`src/rtl/fetch_pc_ctrl_pkg.sv`:
```
// Shared widths, encodings and FSM/control types for the fetch-stage PC controller.
package fetch_pc_ctrl_pkg;

  localparam int unsigned PC_W    = 7;
  localparam int unsigned INSTR_W = 16;

  localparam logic [INSTR_W-1:0] NOP     = '0;
  localparam logic [INSTR_W-1:0] HALT_OP = '1;

  typedef enum logic {
    ST_RUN  = 1'b0,
    ST_HALT = 1'b1
  } state_t;

  // IF/ID register control: hold, load new entry, squash to a bubble, or
  // retire the held entry (drop valid, keep contents).
  typedef enum logic [1:0] {
    IFID_HOLD   = 2'd0,
    IFID_LOAD   = 2'd1,
    IFID_BUBBLE = 2'd2,
    IFID_RETIRE = 2'd3
  } ifid_op_t;

  function automatic logic is_halt(input logic [INSTR_W-1:0] instr);
    return instr == HALT_OP;
  endfunction

endpackage

```
`src/rtl/fetch_pc_ctrl_if.sv`:
```
// Fetch-stage bus: sumador loop, instruction memory, pipeline controls and IF/ID outputs.
interface fetch_pc_ctrl_if;
  import fetch_pc_ctrl_pkg::*;

  logic [PC_W-1:0]    pc_inc;
  logic [INSTR_W-1:0] instr_in;
  logic               stall;
  logic               branch_taken;
  logic [PC_W-1:0]    branch_target;
  logic               flush;

  logic [PC_W-1:0]    pc;
  logic [PC_W-1:0]    if_id_pc;
  logic [INSTR_W-1:0] if_id_instr;
  logic               if_id_valid;
  logic               halted;

  modport slave (
    input  pc_inc, instr_in, stall, branch_taken, branch_target, flush,
    output pc, if_id_pc, if_id_instr, if_id_valid, halted
  );

  modport master (
    output pc_inc, instr_in, stall, branch_taken, branch_target, flush,
    input  pc, if_id_pc, if_id_instr, if_id_valid, halted
  );

endinterface

```
`src/rtl/fetch_pc_ctrl_if_id.sv`:
```
// IF/ID pipeline register with hold/load/bubble/retire control and async active-low reset.
module if_id_reg
  import fetch_pc_ctrl_pkg::*;
(
  input  logic               clk,
  input  logic               rst_n,
  input  ifid_op_t           op,
  input  logic [PC_W-1:0]    pc_in,
  input  logic [INSTR_W-1:0] instr_in,
  output logic [PC_W-1:0]    pc,
  output logic [INSTR_W-1:0] instr,
  output logic               valid
);

  // A bubble leaves the PC field untouched; only instr/valid mark it empty.
  always_ff @(posedge clk or negedge rst_n) begin
    if (!rst_n) begin
      pc    <= '0;
      instr <= NOP;
      valid <= 1'b0;
    end else begin
      unique case (op)
        IFID_LOAD: begin
          pc    <= pc_in;
          instr <= instr_in;
          valid <= 1'b1;
        end
        IFID_BUBBLE: begin
          instr <= NOP;
          valid <= 1'b0;
        end
        IFID_RETIRE: valid <= 1'b0;
        default: ;
      endcase
    end
  end

endmodule

```
`src/rtl/fetch_pc_ctrl.sv`:
```
// Fetch-stage PC register, RUN/HALT FSM and redirect/stall/flush priority; drives the IF/ID register.
module fetch_pc_ctrl
  import fetch_pc_ctrl_pkg::*;
(
  input  logic         clk,
  input  logic         rst_n,
  fetch_pc_ctrl_if.slave bus
);

  state_t             state, state_nxt;
  logic [PC_W-1:0]    pc_q, pc_nxt;
  ifid_op_t           ifid_op;
  logic [PC_W-1:0]    ifid_pc;
  logic [INSTR_W-1:0] ifid_instr;
  logic               ifid_valid;

  always_ff @(posedge clk or negedge rst_n) begin
    if (!rst_n) begin
      state <= ST_RUN;
      pc_q  <= '0;
    end else begin
      state <= state_nxt;
      pc_q  <= pc_nxt;
    end
  end

  // Flush outranks halt detection: a squashed HALT_OP never stops fetch.
  always_comb begin
    state_nxt = state;
    pc_nxt    = pc_q;
    ifid_op   = IFID_HOLD;
    unique case (state)
      ST_RUN: begin
        if (bus.branch_taken) begin
          pc_nxt  = bus.branch_target;
          ifid_op = IFID_BUBBLE;
        end else if (bus.stall) begin
          if (bus.flush) ifid_op = IFID_BUBBLE;
        end else if (bus.flush) begin
          pc_nxt  = bus.pc_inc;
          ifid_op = IFID_BUBBLE;
        end else if (is_halt(bus.instr_in)) begin
          ifid_op   = IFID_LOAD;
          state_nxt = ST_HALT;
        end else begin
          pc_nxt  = bus.pc_inc;
          ifid_op = IFID_LOAD;
        end
      end
      ST_HALT: ifid_op = IFID_RETIRE;
      default: state_nxt = ST_RUN;
    endcase
  end

  if_id_reg u_if_id (
    .clk      (clk),
    .rst_n    (rst_n),
    .op       (ifid_op),
    .pc_in    (pc_q),
    .instr_in (bus.instr_in),
    .pc       (ifid_pc),
    .instr    (ifid_instr),
    .valid    (ifid_valid)
  );

  assign bus.pc          = pc_q;
  assign bus.if_id_pc    = ifid_pc;
  assign bus.if_id_instr = ifid_instr;
  assign bus.if_id_valid = ifid_valid;
  assign bus.halted      = (state == ST_HALT);

endmodule

```
`src/flat_wrapper.sv`:
```
// flat-port wrapper written by rule: the top's interface ports become plain ports
module fetch_pc_ctrl_flat import fetch_pc_ctrl_pkg::*;
  (clk, rst_n, bus_pc_inc, bus_instr_in, bus_stall, bus_branch_taken, bus_branch_target, bus_flush, bus_pc, bus_if_id_pc, bus_if_id_instr, bus_if_id_valid, bus_halted);
  fetch_pc_ctrl_if bus_i ();
  input  logic clk;
  input  logic rst_n;
  input wire logic [$bits(bus_i.pc_inc)-1:0] bus_pc_inc;
  input wire logic [$bits(bus_i.instr_in)-1:0] bus_instr_in;
  input wire logic [$bits(bus_i.stall)-1:0] bus_stall;
  input wire logic [$bits(bus_i.branch_taken)-1:0] bus_branch_taken;
  input wire logic [$bits(bus_i.branch_target)-1:0] bus_branch_target;
  input wire logic [$bits(bus_i.flush)-1:0] bus_flush;
  output wire logic [$bits(bus_i.pc)-1:0] bus_pc;
  output wire logic [$bits(bus_i.if_id_pc)-1:0] bus_if_id_pc;
  output wire logic [$bits(bus_i.if_id_instr)-1:0] bus_if_id_instr;
  output wire logic [$bits(bus_i.if_id_valid)-1:0] bus_if_id_valid;
  output wire logic [$bits(bus_i.halted)-1:0] bus_halted;
  assign bus_i.pc_inc = bus_pc_inc;
  assign bus_i.instr_in = bus_instr_in;
  assign bus_i.stall = bus_stall;
  assign bus_i.branch_taken = bus_branch_taken;
  assign bus_i.branch_target = bus_branch_target;
  assign bus_i.flush = bus_flush;
  assign bus_pc = bus_i.pc;
  assign bus_if_id_pc = bus_i.if_id_pc;
  assign bus_if_id_instr = bus_i.if_id_instr;
  assign bus_if_id_valid = bus_i.if_id_valid;
  assign bus_halted = bus_i.halted;
  fetch_pc_ctrl u_core (.clk(clk), .rst_n(rst_n), .bus(bus_i));
endmodule
```
`config.mk`:
```
export PLATFORM = sky130hd
export DESIGN_NAME = fetch_pc_ctrl_flat
export DESIGN_NICKNAME = d
export VERILOG_FILES = /design/src/rtl/fetch_pc_ctrl_pkg.sv /design/src/rtl/fetch_pc_ctrl_if.sv /design/src/rtl/fetch_pc_ctrl_if_id.sv /design/src/rtl/fetch_pc_ctrl.sv /design/src/flat_wrapper.sv
export SDC_FILE = /design/constraint.sdc
export NUM_CORES = 1
export LEC_CHECK = 0
export ABC_AREA = 1
export BUFFER_PORTS_ARGS = -buffer_cell sky130_fd_sc_hd__buf_4
export CORE_MARGIN = 2
export CORE_UTILIZATION = 35
export DETAILED_ROUTE_END_ITERATION = 6
export PLACE_DENSITY_LB_ADDON = 0.15
export SYNTH_ARGS = -nofsm -noshare
export SYNTH_HDL_FRONTEND = slang
export SYNTH_HIERARCHICAL = 1
export SYNTH_SLANG_ARGS = --single-unit
export TNS_END_PERCENT = 20
```
`constraint.sdc`:
```
create_clock -name clk -period 1.9 [get_ports clk]
set_input_delay 0.285 -clock clk [delete_from_list [all_inputs] [get_ports clk]]
set_output_delay 0.285 -clock clk [all_outputs]
set_load 0.1 [all_outputs]
```
# Word-level counts from Yosys, hierarchy flattened
# Index checks and enable logic that the tools add are counted.
# totals
ff_bits	32
out_inout_bits	32
# op_classes
eq_ne	6
n_reduce_logical	4
muxes	16
n_bitwise	1
# ops
op	n
$pmux W16 S2	1
$mux W7	4
$eq A16 B16 Y1 const B	1
$mux W2	4
$mux W1	5
$eq A2 B2 Y1 const B	2
$pmux W2 S2	1
$reduce_bool A2 Y1	2
$ne A3 B3 Y1 const B	1
$reduce_and A3 Y1	1
$eq A2 B1 Y1 const B	1
$ne A2 B1 Y1 const B	1
$pmux W1 S2	1
$reduce_or A2 Y1	1
$not A1 Y1	1

# Depth between registers and ports, before layout
# Gate-level depths: netlist of run 1.
# depth
ltp_word	7
depth_mapped	11

# By module
# The synthesis of run 1 kept the hierarchy.
# by_module_without_submodules
module	cells_per_inst	seq_area_each_um2	area_per_inst_um2	instances
if_id_reg	112	600.6	1067.3	1
fetch_pc_ctrl	78	200.2	528.0	1

# Least setup slack after synthesis of run 1
# No wires, ideal clock.
# synth_path
path_type	flip-flop to flip-flop
start	register u_core.state (netlist: u_core/bus.halted)
end	register u_core.u_if_id.instr[10]
n_path_buf	2
stages_incl_launch_ff	10
t_arrival_ns	2.167
setup_ns	0.067
period_less_slack_ns	2.234
slack_ns	-0.334
cell_sequence	dfrtp_1 inv_1 o21ai_0 inv_1 ha_1 buf_6 inv_6 buf_12 nand2_2 nand2_1
# synth_via
elab_chain_len	4
# synth_rtl
element	line	text
from (decl)	fetch_pc_ctrl.sv:10	state_t state, state_nxt;
from (signal assigned)	fetch_pc_ctrl.sv:22	state <= state_nxt;
$not A1 Y1 (no line)	--	
$pmux W2 S2 (*)	fetch_pc_ctrl.sv:32	unique case (state)
net u_core.ifid_op[0]	fetch_pc_ctrl.sv:12	ifid_op_t ifid_op;
$eq A2 B2 Y1 / $eq A2 B1 Y1 (equally long branches)	fetch_pc_ctrl_if_id.sv:22	unique case (op)
$pmux W16 S2 / $reduce_bool A2 Y1 (equally long branches)	--	
to (signal assigned)	fetch_pc_ctrl_if_id.sv:25	instr <= instr_in;
to (decl)	fetch_pc_ctrl_if_id.sv:11	output logic [INSTR_W-1:0] instr,
# Mark *: on every way through the listed nets, which the timed path passes. The rest lies on a longest branch.
# A chain may end at the register's enable or synchronous reset.

# Worst setup path in the final report of run 1
# layout_path
start	register u_core.state (netlist: u_core/bus.halted)
end	register u_core.u_if_id.instr[14]
# The elaborated chain is that of the path after synthesis.

==> results of run 1 <==
what timing repair did:
action / 4_1_cts / 5_1_grt
hold buffers: 1 / 0
endpoints found under the hold margin: 32 / 0
buffers inserted: 0 / 0
power by group through the flow:
stage / logic (mW) / clock network (mW) / registers [mW]
final: 0.222 / 0.705 / 0.704
after global routing: 0.239 / 0.745 / 0.706
after CTS: 0.226 / 0.722 / 0.704
after detailed placement: 0.224 / 0 / 0.717
after global placement: 0.224 / 0 / 0.716
after floorplan: 0.0356 / 0 / 0.802
layout by cell type (no fill, tap or decap):
| cell type | netlist | final |
|---|---|---|
| inv_6 | 2 | 2 |
| ha_1 | 5 | 5 |
| bufinv_16 | 0 | 1 |
| nor2_4 | 2 | 2 |
| nand2_2 | 10 | 10 |
| dfrtp_1 | 32 | 31 |
| nand2_1 | 80 | 80 |
| a21oi_4 | 1 | 1 |
| dfrtp_4 | 0 | 1 |
| inv_2 | 2 | 2 |
| nor2_1 | 6 | 6 |
| dlygate4sd3_1 | 0 | 1 |
| nand3_1 | 23 | 23 |
| o21ai_0 | 8 | 8 |
| inv_1 | 11 | 11 |
| nand2_4 | 2 | 2 |
| buf_4 | 0 | 70 |
| clkbuf_8 | 0 | 7 |
area by class of cell:
class,count,share of cell area
clock buffers,7,0.04259
clock inverters,1,0.01327
inverters,15,0.02931
multi-input cells,137,0.2937
flip-flops and latches,32,0.3556
well taps,52,0.02876
repair buffers,71,0.2367
worst min path at each step:
stage                     startpoint                       end  slack [ns]
global route        bus_instr_in[15]  u_core/u_if_id/instr[15]        0.24
CTS                 bus_instr_in[15]  u_core/u_if_id/instr[15]        0.23
floorplan                      rst_n          u_core/bus.pc[0]       -0.01
finish              bus_instr_in[15]  u_core/u_if_id/instr[15]        0.24
global placement               rst_n   u_core/u_if_id/instr[2]        0.25
detailed placement             rst_n   u_core/u_if_id/instr[4]        0.25
per-layer routing:
metal | vias up | GRT usage | share of wire
li1 | 733 | - | -
met1 | 608 | 0.1964 | 0.46
met2 | 47 | 0.2325 | 0.46
met3 | 6 | 0.03657 | 0.064
met4 | 0 | 0.05031 | 0.010
met5 | - | 0 | 0
metrics by stage:
stage	area (sq um)	util
4_1_cts	2262	0.5160
5_1_grt	2262	0.5160
6_report	2262	0.5160
3_5_place_dp	2126	0.4849
2_1_floorplan	1599	-
3_3_place_gp	2126	0.4849
sequential cells by signal, indices dropped and copies added (netlist names):
| name | count |
|---|---|
| u_core/bus.halted | 1 |
| u_core/bus.pc | 7 |
| u_core/u_if_id/instr | 16 |
| u_core/u_if_id/pc | 7 |
| u_core/u_if_id/valid | 1 |
worst min-delay path: stages:
cell and delay (ns):
buf_4 0.08, nand3_1 0.06, nand2_1 0.05
kinds of logic after synthesis:
kind of cell             Yosys count
AND/OR/NAND/NOR                  123
flip-flops                        32
buffers and inverters             21
AO/OA/AOI/OAI                      9
adder cells (fa/ha/maj)            5
==> flow_summary.yaml, run 1 <==
critical_path:
  cp_common_cell: "inv_1"
  ff2ff_path_depth: 7
  cpPeakStageDelay_ns: 0.49
  r2r_setup_slack_ns: 0.31
  cp_slowest_cell: "dfrtp_4"
  required_ns: 2.06
  path_max_fanout: 8
  regToRegEndpoint: "u_core/u_if_id/instr[14]"
  arrival_ns: 1.75
  crit_path_start_kind: "flop"
  critical_path_class: "reg -> reg"
  crit_path_end_kind: "flop"
  crit_family: "flip-flops"
  critPathCapture: "u_core/u_if_id/instr[14]"
  reg2reg_from: "u_core/bus.halted"
  cp-startpoint: "u_core/bus.halted"
  path_cells: "inv_1, o21ai_0, inv_1, ha_1, buf_4, nand3_1, nand2_1"
  crit_buf_inv: 3
  cp.depth: 7
run:
  max_cap_violations: 0
layout:
  fillCellCount: 444
  num_antenna_cells: 0
  nets: 302
  regArea_sq_um: 804.5
  fin_cells: 315
  drive_gt1_frac: 0.3726
  syn_to_final_growth_pct: 41.80
  multi_input_area_sq_um: 664.4
floorplanning:
  die_area_sq_um: 5114
  die_h_um: 71.51
  die_w_um: 71.51
  ioPinCount: 67
  core_area_sq_um: 4384
  start_util: 0.3639
  placementRows: 24
yosys:
  synthesis.area_sq_um: 1595
  syn_inst: 190
  seq_area_frac_synth: 0.5020
  synth_common_cells: "nand2_1, dfrtp_1, nand3_1, inv_1, nand2_2"
  synth_compound_area_frac: 0.03529
  synth-main-ff-cell: "dfrtp_1"
  synth_top_cell_area_share: 0.5020
  yosys.area.top_type: "dfrtp_1"
  synth-xor-area-share: 0
  yosysWarnings: 6
  synth_seq_cells: 32
  muxShareOfSynthArea: 0
  synth.distinct_cells: 16
  synthSimpleGateAreaFrac: 0.3420
  synth.top_cells.by_area: "dfrtp_1, nand2_1, nand3_1"
  postSynthAreaPerCell_sq_um: 8.396
  yosys.cell_count.top_type: "nand2_1"
  synth_edf_count: 0
  synth_top_family_by_area: "simple AND/OR/NAND/NOR gates"
  async_reset_ff_frac: 1.000
  syn_nets: 230
  synthAdderAreaFrac: 0.03922
global_route:
  grt_overflow: 0
  grt_max_degree: 33
  grt_pass1_vias: 1353
  globalRouteTotalUtil: 0.1466
  grt_antenna_before_repair: 0
  grt_pass1_wl_um: 5975
placed_design:
  portBuffers: 66
  dp.cells: 306
  hpwl_um: 2770
  gp_congestion: 0.7413
  pre_cts_slack_ns: 0.1078
route:
  drt_first_pass_iters: 4
  ant_nets: 0
  drt_wl_total_um: 3558
  route.detailed.drc: 0
  avgViaCountPerCell: 4.425
  routedWlPerCell_um: 11.30
  vias: 1394
  dr.first_iter.drc_count: 66
power:
  switchingPower_mw: 0.3996
  seq_power_share: 0.431
  total_power_mw: 1.631
  vdd_drop_max_mv: 0.3441
  power_frac_clock: 0.432
  p_comb_frac: 0.136
  power_density_nw_per_um2: 721.0
  swShare: 0.2450
  leakage_nw: 1.282
  p_int_mw: 1.231
clock_tree:
  cts-resized-gates: 0
  cts_root_buf: "clkbuf_8"
  clk_pin_slew_ns: 0.07
  cts.sinks: 32
  cts_tree: "built"
  clkLatencyLatePin_ns: 0.28
  cts.path.max_buffers: 2
  cts_buffers: 5
  h-tree-depth: 2
run_status:
  status: "completed"
timing:
  maxSlewHeadroom: 0.7310
  min_period_ns: 1.585
  setup_ws_ns: 0.3147
  report.final.slew_viol_count: 0
  skew_ns: 0.007561
  min_period_over_period: 0.8344
  hold_violations: 0
  hold_slack_ns: 0.2383
  max_freq_mhz: 630.8
  setup_viol: 0
  rsz0062_at_grt: "no"
  finalSetupTns_ns: 0
  tightest_slew_ns: 0.4035
worst_hold_path:
  hold_path.class: "in -> reg"
  whs_path_depth: 3
Note: power is estimated with default switching activity, not from simulation.
==> run 2, diff against run 1 <==
==> constraint.sdc (replaced) <==
create_clock -name clk -period 1.3 [get_ports clk]
set_input_delay 0.195 -clock clk [delete_from_list [all_inputs] [get_ports clk]]
set_output_delay 0.195 -clock clk [all_outputs]
set_load 0.1 [all_outputs]
==> run 2 against run 1 <==
Effect of this change:
- the flow now finishes with violations (setup timing)
- count of clock-buffer cells in the layout down 2
- via count rose by 1.9%
- register-to-register slack lost 0.35 ns
- combinational power up 50%
- sequential share of layout area is 1.6 points lower
- sequential power rose by 46%
==> flow_summary.yaml, run 2 (same netlist as run 1, synthesis figures left out) <==
timing:
  report.final.slew_viol_count: 0
  setup_ws_ns: -0.03370
  max_freq_mhz: 749.8
  skew_ns: 0.001777
  setup_viol: 17
  tightest_slew_ns: 0.4064
  min_period_over_period: 1.026
  hold_violations: 0
  finalSetupTns_ns: -0.3367
  min_period_ns: 1.334
  maxSlewHeadroom: 0.7291
  hold_slack_ns: 0.1442
  rsz0062_at_grt: "yes"
critical_path:
  path_max_fanout: 14
  cp-startpoint: "u_core/bus.halted"
  path_cells: "inv_4, o21ai_4, inv_2, ha_4, buf_12, nand3_1, nand2_1"
  arrival_ns: 1.51
  ff2ff_path_depth: 7
  r2r_setup_slack_ns: -0.03
  regToRegEndpoint: "u_core/u_if_id/instr[2]"
  reg2reg_from: "u_core/bus.halted"
  required_ns: 1.47
  cpPeakStageDelay_ns: 0.49
  crit_path_start_kind: "flop"
  crit_path_end_kind: "flop"
  cp_slowest_cell: "dfrtp_4"
  critical_path_class: "reg -> reg"
placed_design:
  dp.cells: 310
  hpwl_um: 2755
  dpl_cell_area_sq_um: 2202
  portBuffers: 66
  pre_cts_slack_ns: -0.1705
  gp_congestion: 0.8064
run_status:
  status: "finished with violations"
  violations: "setup timing"
global_route:
  grt_antenna_before_repair: 0
  grt_pass1_wl_um: 6230
  grt_overflow: 0
  globalRouteTotalUtil: 0.1539
  grt_pass1_vias: 1366
  grt_max_degree: 33
floorplanning:
  ioPinCount: 67
  placementRows: 24
  die_w_um: 71.51
  die_h_um: 71.51
  start_util: 0.3639
  die_area_sq_um: 5114
  core_area_sq_um: 4384
worst_hold_path:
  min_to: "u_core/u_if_id/instr[11]"
  whs_path_depth: 3
  hold_path.class: "in -> reg"
  hp-start: "bus_instr_in[11]"
layout:
  largest_reg_flops: 16
  largest-register: "u_core/u_if_id/instr"
  final_cell_mix: "nand2_1, buf_4, dfrtp_1, nand3_1, nand2_2"
  fin_cells: 320
  regArea_sq_um: 804.5
  multi_input_area_sq_um: 718.2
  layout_commonest_cell: "nand2_1"
  num_antenna_cells: 0
  nets: 307
  fillCellCount: 422
  top_regs: "u_core/u_if_id/instr (16), u_core/bus.pc (7), u_core/u_if_id/pc (7)"
  final_area_sq_um: 2371
  drive_gt1_frac: 0.4254
  syn_to_final_growth_pct: 48.63
clock_tree:
  cts_tree: "built"
  clk_pin_slew_ns: 0.07
  cts.sinks: 32
  cts_root_buf: "clkbuf_8"
  h-tree-depth: 2
  cts.path.max_buffers: 2
  clkLatencyLatePin_ns: 0.28
  cts_buffers: 5
route:
  dr.first_iter.drc_count: 87
  routedWlPerCell_um: 11.64
  route.detailed.drc: 0
  drt_first_pass_iters: 4
  ant_nets: 0
  avgViaCountPerCell: 4.438
  drt_wl_total_um: 3725
  vias: 1420
power:
  power_density_nw_per_um2: 970.4
  vdd_drop_max_mv: 0.7313
  leakage_nw: 1.307
run:
  max_cap_violations: 0
run 2: changes by cell type in the layout (fill, tap and decap cells not counted), moves of 2 or more:
cell,change
nand3_1,-4
ha_1,-2
buf_12,+2
inv_4,+3
clkbuf_8,-2
inv_1,-3
o21ai_1,+2
o21ai_0,-3
nand3_2,+4
buf_4,+3
run 2: how the worst max path moves through the flow:
stage                                           to  slack [ns]
final                      u_core/u_if_id/instr[2]       -0.03
after global routing       u_core/u_if_id/instr[2]       -0.10
after CTS                  u_core/u_if_id/instr[2]       -0.04
after detailed placement      u_core/u_if_id/pc[1]       -0.17
after global placement        u_core/u_if_id/pc[2]       -0.11
after floorplan           u_core/u_if_id/instr[10]       -0.33
run 2: routing by layer:
layer | GRT usage | routed length (um)
met4 | 0.03774 | 34
met3 | 0.04923 | 198
met2 | 0.2366 | 1728
met1 | 0.2120 | 1764
met5 | 0 | 0
run 2: final cells by class:
cell class                 count  area share
clock inverter                 3     0.01794
sequential                    32      0.3393
timing repair buffer          76      0.2522
inverter                      15     0.03113
multi-input combinational    137      0.3029
clock buffer                   5     0.02902
tap                           52     0.02744
run 2: per-stage QoR:
step	power [mW]	util
3_5_place_dp	1.381	0.5023
2_1_floorplan	1.226	-
3_3_place_gp	1.381	0.5023
6_report	2.301	0.5408
4_1_cts	2.331	0.5357
5_1_grt	2.394	0.5408
run 2: power breakdown:
group	internal, mW	switching (mW)
combinational	0.113	0.219
sequential	1.01	0.0171
clock	0.567	0.372
total	1.69	0.609
run 2: what timing repair did:
item / CTS / global route
hold buffers: 1 / 0
endpoints found under the setup margin: 24 / 24
resized for setup: 5 / 7
endpoints found under the hold margin: 32 / 0
pin swaps: 2 / 0
buffers inserted: 1 / 0
run 2: worst max-delay path, delay by kind of cell, from the launching register on:
| family | cells | cell delay (ns) |
|---|---|---|
| buffers and inverters | 3 | 0.32 |
| adders and majority gates | 1 | 0.22 |
| and+or+nand+nor | 2 | 0.13 |
| DFF | 1 | 0.49 |
| AOI/OAI and AO/OA | 1 | 0.06 |
==> run 3, diff against run 2 <==
--- a/config.mk
+++ b/config.mk
@@ -11,6 +11,7 @@
 export CORE_UTILIZATION = 35
 export DETAILED_ROUTE_END_ITERATION = 6
 export PLACE_DENSITY_LB_ADDON = 0.15
+export RECOVER_POWER = 25
 export SYNTH_ARGS = -nofsm -noshare
 export SYNTH_HDL_FRONTEND = slang
 export SYNTH_HIERARCHICAL = 1
==> run 3 against run 2 <==
Effect of this change:
- the run still ends with setup timing left
- fmax did not move
- cell area decreased by 0.11%
- combinational power hardly changed
- sequential power is essentially flat
- worst setup slack unchanged
- clock skew unchanged
- non-clock buffer count unchanged
- utilization shrank 0.057 points
==> flow_summary.yaml, run 3 (same netlist as run 1, synthesis figures left out) <==
timing:
  setup_viol: 17
  min_period_over_period: 1.026
  max_freq_mhz: 749.8
  min_period_ns: 1.334
  maxSlewHeadroom: 0.4751
  report.final.slew_viol_count: 0
  setup_ws_ns: -0.03370
  hold_violations: 0
  tightest_slew_ns: 0.7874
  rsz0062_at_grt: "yes"
  skew_ns: 0.001777
  finalSetupTns_ns: -0.3369
critical_path:
  path_max_fanout: 14
  cp_slowest_cell: "dfrtp_4"
  crit_buf_inv: 3
  cpPeakStageDelay_ns: 0.49
  ff2ff_path_depth: 7
  arrival_ns: 1.51
  required_ns: 1.47
  crit_family: "flip-flops"
  critical_path_class: "reg -> reg"
  crit_path_start_kind: "flop"
  path_cells: "inv_4, o21ai_4, inv_2, ha_4, buf_12, nand3_1, nand2_1"
  cp.depth: 7
  crit_path_end_kind: "flop"
floorplanning:
  ioPinCount: 67
  start_util: 0.3639
  placementRows: 24
  die_h_um: 71.51
  core_area_sq_um: 4384
  die_w_um: 71.51
  die_area_sq_um: 5114
clock_tree:
  clkLatencyLatePin_ns: 0.28
  h-tree-depth: 2
  cts_root_buf: "clkbuf_8"
  cts.path.max_buffers: 2
  cts_buffers: 5
  clk_pin_slew_ns: 0.07
  cts_tree: "built"
  cts.sinks: 32
placed_design:
  gp_congestion: 0.8064
  portBuffers: 66
  dp.cells: 310
  hpwl_um: 2755
  dpl_cell_area_sq_um: 2202
route:
  dr.first_iter.drc_count: 87
  avgViaCountPerCell: 4.438
  routedWlPerCell_um: 11.64
  route.detailed.drc: 0
  ant_nets: 0
  drt_first_pass_iters: 4
  vias: 1420
  drt_wl_total_um: 3725
layout:
  fin_cells: 320
  final_cell_mix: "nand2_1, buf_4, dfrtp_1, nand3_1, nand2_2"
  largest_reg_flops: 16
  multi_input_area_sq_um: 718.2
  num_antenna_cells: 0
  syn_to_final_growth_pct: 48.47
  regArea_sq_um: 804.5
  fillCellCount: 423
  final_area_sq_um: 2369
  final_util: 0.5402
  layout_commonest_cell: "nand2_1"
  top_regs: "u_core/u_if_id/instr (16), u_core/bus.pc (7), u_core/u_if_id/pc (7)"
  nets: 307
  largest-register: "u_core/u_if_id/instr"
  drive_gt1_frac: 0.4254
worst_hold_path:
  hold_path.class: "in -> reg"
  whs_path_depth: 3
global_route:
  grt_overflow: 0
  grt_max_degree: 33
  grt_pass1_wl_um: 6230
  globalRouteTotalUtil: 0.1539
  grt_antenna_before_repair: 0
  grt_pass1_vias: 1366
run_status:
  status: "finished with violations"
  violations: "setup timing"
power:
  leakage_nw: 1.306
  power_density_nw_per_um2: 971.0
  total_power_mw: 2.300
  vdd_drop_max_mv: 0.7314
run:
  max_cap_violations: 0
## run 3: final cells by class
type | instances | area share
clock buffer | 5 | 0.02905
clock inverter | 3 | 0.01796
inverter | 15 | 0.03117
multi-input combinational | 137 | 0.3032
sequential | 32 | 0.3397
tap | 52 | 0.02747
timing repair buffer | 76 | 0.2515
## run 3: worst min-delay path, cell delays in order
cell	delay [ns]
buf_4	0.09
nand3_2	0.06
nand2_1	0.05
## run 3: report_power, final
group          total, mW  internal (mW)  switching [mW]
Combinational      0.331          0.112           0.219
Sequential          1.03           1.01          0.0172
Clock              0.939          0.567           0.372
Total               2.30           1.69           0.609
## run 3: repair_timing
| action | CTS | global route |
|---|---|---|
| hold endpoints to repair | 32 | 0 |
| hold buffers | 1 | 0 |
| endpoints found under the setup margin | 24 | 24 |
| resized for setup | 5 | 7 |
| setup buffers | 1 | 0 |
| pin swaps | 2 | 0 |
## run 3: layer usage
| metal | track usage | wire length (um) | part of all wire | up-vias |
|---|---|---|---|---|
| met1 | 0.2120 | 1764 | 0.47 | 638 |
| met3 | 0.04923 | 198 | 0.053 | 5 |
| met2 | 0.2366 | 1727 | 0.46 | 33 |
| li1 | - | - | - | 744 |
| met4 | 0.03774 | 34 | 0.0091 | 0 |
| met5 | 0 | 0 | 0 | - |
## run 3: path summary, 6_finish.rpt
path / startpoint / end / slack [ns]
min reg2reg: u_core/u_if_id/valid / u_core/u_if_id/valid / 0.48
max reg2reg: u_core/bus.halted / u_core/u_if_id/instr[2] / -0.03
max: u_core/bus.halted / u_core/u_if_id/instr[2] / -0.03
min in group asynchronous: rst_n / u_core/u_if_id/pc[1] / 0.52
min: bus_instr_in[11] / u_core/u_if_id/instr[11] / 0.14
max in group asynchronous: rst_n / u_core/bus.halted / 0.19
## run 3: through the flow
step | setup WS (ns) | hold slack [ns]
after floorplan | -0.3316 | -0.1006
after global routing | -0.1022 | 0.1470
final | -0.03370 | 0.1442
after global placement | -0.1103 | 0.1603
after detailed placement | -0.1705 | 0.1587
after CTS | -0.03711 | 0.1402
